==> src/rtl/pc_unit.sv <==
// Fetch-stage program counter with sequential/branch/jump/return selection
// and a circular return-address stack that drops its oldest entry when full.
module pc_unit #(
    parameter int PC_W      = 13,
    parameter int STEP      = 1,
    parameter int RESET_PC  = 0,
    parameter int OFFSET_W  = 16,
    parameter int RAS_DEPTH = 4
) (
    input  logic                clk,
    input  logic                rst,
    input  logic                stall,
    input  logic                branch_taken,
    input  logic [OFFSET_W-1:0] branch_offset,
    input  logic                jump,
    input  logic [PC_W-1:0]     jump_target,
    input  logic                call,
    input  logic                ret,
    output logic [PC_W-1:0]     pc,
    output logic [PC_W-1:0]     pc_plus,
    output logic                ras_empty,
    output logic                ras_full,
    output logic                ras_overflow,
    output logic                ras_underflow
);
    localparam int PW    = $clog2(RAS_DEPTH);
    localparam int CW    = PW + 1;
    localparam int EXT_W = (PC_W > OFFSET_W) ? PC_W : OFFSET_W;

    logic [PC_W-1:0] r_pc;
    logic [PC_W-1:0] r_ras [RAS_DEPTH];
    logic [PW-1:0]   r_top;
    logic [CW-1:0]   r_cnt;
    logic            r_ovf;
    logic            r_unf;

    logic [PC_W-1:0]  w_pc_plus;
    logic [EXT_W-1:0] w_off_ext;
    logic [PC_W-1:0]  w_br_tgt;
    logic [PC_W-1:0]  w_pc_nxt;
    logic [PW-1:0]    w_top_inc;
    logic             w_empty;
    logic             w_full;
    logic             w_push;
    logic             w_pop;
    logic             w_repl;
    logic             w_ovf;
    logic             w_unf;

    assign w_pc_plus = r_pc + PC_W'(STEP);
    assign w_off_ext = EXT_W'($signed(branch_offset));
    assign w_br_tgt  = w_pc_plus + w_off_ext[PC_W-1:0];
    assign w_top_inc = r_top + PW'(1);
    assign w_empty   = (r_cnt == '0);
    assign w_full    = (r_cnt == CW'(RAS_DEPTH));

    always_comb begin
        w_pc_nxt = w_pc_plus;
        w_push   = 1'b0;
        w_pop    = 1'b0;
        w_repl   = 1'b0;
        w_ovf    = 1'b0;
        w_unf    = 1'b0;
        if (stall) begin
            w_pc_nxt = r_pc;
        end else if (ret && !w_empty) begin
            w_pc_nxt = r_ras[r_top];
            // call+ret swaps the top entry instead of pop-then-push
            w_repl   = call;
            w_pop    = !call;
        end else begin
            w_unf  = ret;
            w_push = call;
            w_ovf  = call && w_full;
            if (ret)
                w_pc_nxt = (call && jump) ? jump_target : w_pc_plus;
            else if (jump)
                w_pc_nxt = jump_target;
            else if (branch_taken)
                w_pc_nxt = w_br_tgt;
        end
    end

    always_ff @(posedge clk) begin
        if (rst) begin
            r_pc  <= PC_W'(RESET_PC);
            r_top <= '0;
            r_cnt <= '0;
            r_ovf <= 1'b0;
            r_unf <= 1'b0;
        end else begin
            r_pc  <= w_pc_nxt;
            r_ovf <= w_ovf;
            r_unf <= w_unf;
            if (w_push) begin
                r_top <= w_top_inc;
                if (!w_full)
                    r_cnt <= r_cnt + CW'(1);
            end else if (w_pop) begin
                r_top <= r_top - PW'(1);
                r_cnt <= r_cnt - CW'(1);
            end
        end
    end

    // Stack storage needs no reset: entries beyond the count are unreachable.
    always_ff @(posedge clk) begin
        if (!rst) begin
            if (w_push)
                r_ras[w_top_inc] <= w_pc_plus;
            else if (w_repl)
                r_ras[r_top] <= w_pc_plus;
        end
    end

    assign pc            = r_pc;
    assign pc_plus       = w_pc_plus;
    assign ras_empty     = w_empty;
    assign ras_full      = w_full;
    assign ras_overflow  = r_ovf;
    assign ras_underflow = r_unf;
endmodule

==> config.mk <==
export PLATFORM = sky130hd
export DESIGN_NAME = pc_unit
export DESIGN_NICKNAME = d
export VERILOG_FILES = /design/src/rtl/pc_unit.sv
export SDC_FILE = /design/constraint.sdc
export NUM_CORES = 1
export LEC_CHECK = 0
export ABC_AREA = 1
export CAP_MARGIN = 20
export CORE_MARGIN = 2
export CORE_UTILIZATION = 49
export DETAILED_ROUTE_END_ITERATION = 12
export HOLD_SLACK_MARGIN = 0.03
export PLACE_DENSITY = 0.88
export RECOVER_POWER = 25
export SYNTH_ARGS = -nofsm -noshare
export SYNTH_HDL_FRONTEND = slang
export SYNTH_SLANG_ARGS = --single-unit
==> constraint.sdc <==
create_clock -name clk -period 2.2 [get_ports clk]
set_input_delay 0.22 -clock clk [delete_from_list [all_inputs] [get_ports clk]]
set_output_delay 0.22 -clock clk [all_outputs]
set_load 0.02 [all_outputs]
==> out/results.txt <==
maxcap violations - 0
clock root cell - clkbuf_8
htree depth - 3
CTS Hold Bufs - 0
vias in the first global route - 4362
status - finished with violations
DRT Pass-1 Iters - 5
initial detailed-routing violation count - 447
R2R Setup Slk - -0.27 ns
xor/xnor share of the synthesized area - 0.0335
CP max stage cell - dfxtp_4
origin of the critical flop-to-flop path - pc[0]
Worst setup EP type - flip-flop
commonest cells after routing, fill and taps aside - nand2_1 (106), buf_4 (68), edfxtp_1 (52)
cell mode on critical path - nand2_1
largest family of logic cells by synthesized area - simple AND/OR/NAND/NOR gates
Syn Nets - 581
FFs w/ async S/R, synth - 0
DRT Wirelength - 14.3 mm
Finish-stage setup viols - 10
hold endpoint - ras_underflow
Yosys cell types - 42
Slew HR - 0.617
ys flop type - edfxtp_1
Die X - 98.5 µm
CP max stage delay - 0.37 ns
CP Launch Type - flip-flop
core area - 8680 µm²
antenna cells - 0
Setup TNS - -1.59 ns
post-synthesis mux area share - 0
maximum VDD drop - 0.000360 V
worst flop-to-flop path endpoint - pc[11]
part of the power in registers - 0.373
min-delay src - rst
max-slew violations - 0
CP cell instances - buf_4, nand3_4, xor2_1, inv_1, ha_4, buf_4, nand2_1, inv_1, nand3_1, nand2_2, nand2_2, nand3b_1, nand3_1, nand2_1, nand2_1, a21oi_2
port bufs - 62
worst r2r path cells - 16
post-synthesis instance total - 528
TritonCTS clock tree - done
share of layout cells above drive strength 1 - 0.279
DR vias - 4520
Achievable Freq - 405 MHz
Num CTS Buffers - 9
Residual DRC - 0
Hold Path Cell Cnt - 4
Setup CP Type - flip-flop to flip-flop
Cell Rows - 34
first-pass GRT wire length - 21.7 mm
Net Sw Power - 1.45 mW
Die ar. - 9690 µm²
Clock Pin Slew Worst Setup and Hold Paths - 0.09 ns
FILL cells - 610
clock power share - 0.299
combinational share of power - 0.328
Post-synth EDFFs - 52
post-synthesis simple-gate area fraction - 0.223
total track usage - 0.290
area delta synth->final - 44.2%
overall power - 4.39 mW
I/O pin total - 66
Buf/Inv on CP - 4
routed len/inst - 18.5 µm
Hold Vio Cnt, Final - 0
post-synthesis adder-cell area fraction - 0.0521
final core utilization - 0.726
unrepaired setup endpoints after global routing - yes
post-synthesis compound-gate area fraction - 0.163
Seq cells post-synth - 74
Final min period - 2.47 ns
largest net degree at the start of global routing - 32
sequential share of the synthesized area - 0.458
Sw Share - 0.330
Min-Delay Path Class - input pin to flip-flop
Avg Cell Area, Syn - 8.28 µm²
gpl congestion - 0.918
Power per Cell Area - 697 nW/µm²
HPWL after DPL - 9.98 mm
fin nets - 715
Worst Path Required - 2.50 ns
deepest clock path buffer count - 2
Routed Antenna Nets - 0
initial core utilization - 0.504
post-placement setup slack - -0.227 ns
Die Y-Extent - 98.5 µm
Sink Count - 74
Final Skew - 0.0112 ns
worst-margin pin slew - 0.574 ns
Top delay family on crit path - simple AND/OR/NAND/NOR gates
GRT overflow - 0
Static Leak - 2.69 nW
Worst-Skew Late Latency - 0.36 ns
failing checks - setup timing
Cell Int Power - 2.94 mW
Tcrit/Tclk final - 1.12
YS warnings - 0
final worst setup slack - -0.267 ns
most common cell after layout, fill and taps aside - nand2_1
initial antenna violation count - 0
routed vias/inst - 5.83
Hold WS - 0.509 ns
Worst EP arrival - 2.77 ns
CP Max Fanout - 3
Syn Std Cell Area - 4370 µm²
==> through the flow <==
stage               area, µm²  instances
floorplan                4520        528
global placement         5760        749
detailed placement       5760        749
CTS                      6180        770
global route             6300        775
finish                   6300        775
==> cells in the mapped netlist (7+ instances only) <==
cell,instances,area [µm²]
clkbuf_1,13,48.8
nand2_1,119,447
o21ai_0,44,220
dfxtp_1,22,440
a21oi_1,43,215
a31oi_1,7,43.8
edfxtp_1,52,1560
xor2_1,10,87.6
inv_1,52,195
ha_1,15,188
inv_2,9,33.8
nor2_1,38,143
nand3_1,40,200
==> metal layers <==
layer / part of all wire / GRT usage / vias up
met1: 0.38 / 0.358 / 2149
met2: 0.51 / 0.508 / 263
li1: - / - / 2064
met3: 0.087 / 0.0504 / 44
met4: 0.030 / 0.112 / 0
met5: 0 / 0 / -
==> area by class of cell <==
cell class                 instances  area (µm²)  area share
clock buffer                      10         128      0.0202
multi-input combinational        374        2450       0.388
timing repair buffer             141        1220       0.194
clock inverter                     6         115      0.0183
inverter                          62         235      0.0373
tap                              108         135      0.0214
sequential                        74        2020       0.320
==> sequential cells by signal, indices dropped and copies added (netlist names), named ones only <==
| signal | cells |
|---|---|
| r_ras | 52 |
| pc | 13 |
| r_cnt | 3 |
| r_top | 2 |
| ras_overflow | 1 |
| ras_underflow | 1 |
==> how the worst max path moves through the flow <==
stage,startpoint,end,slack [ns],cells past startpoint
after floorplan,pc[0],pc[9],-0.24,17
after global placement,pc[1],pc[7],-0.14,15
after detailed placement,pc[1],pc[11],-0.23,17
after CTS,pc[0],pc[12],-0.20,17
after global routing,pc[1],pc[11],-0.43,16
final,pc[0],pc[11],-0.27,16
==> power groups by stage <==
stage	clock [mW]	sequential (mW)	combinational, mW
CTS	1.30	1.63	1.36
global placement	0	1.66	1.24
floorplan	0	1.70	0.687
global route	1.35	1.64	1.55
finish	1.31	1.64	1.44
detailed placement	0	1.66	1.29
==> timing repair <==
item	4_1_cts	5_1_grt
pin swaps	29	31
buffers inserted	5	5
endpoints found under the setup margin	18	20
hold endpoints to repair	0	0
resized for setup	50	37
==> worst min-delay path: cells and delay by family <==
| family | cells | cell delay, ns |
|---|---|---|
| buf+inv | 2 | 0.53 |
| simple gates | 2 | 0.08 |
==> kinds of logic (layout without fill, tap and decap cells) <==
kind of cell | after synthesis | in the layout
AO/OA/AOI/OAI | 123 | 123
buffers and inverters | 80 | 219
AND/OR/NAND/NOR | 219 | 219
adder cells (fa/ha/maj) | 17 | 17
flip-flops | 74 | 74
XOR/XNOR | 15 | 15
Note: power is estimated with default switching activity, not from simulation.
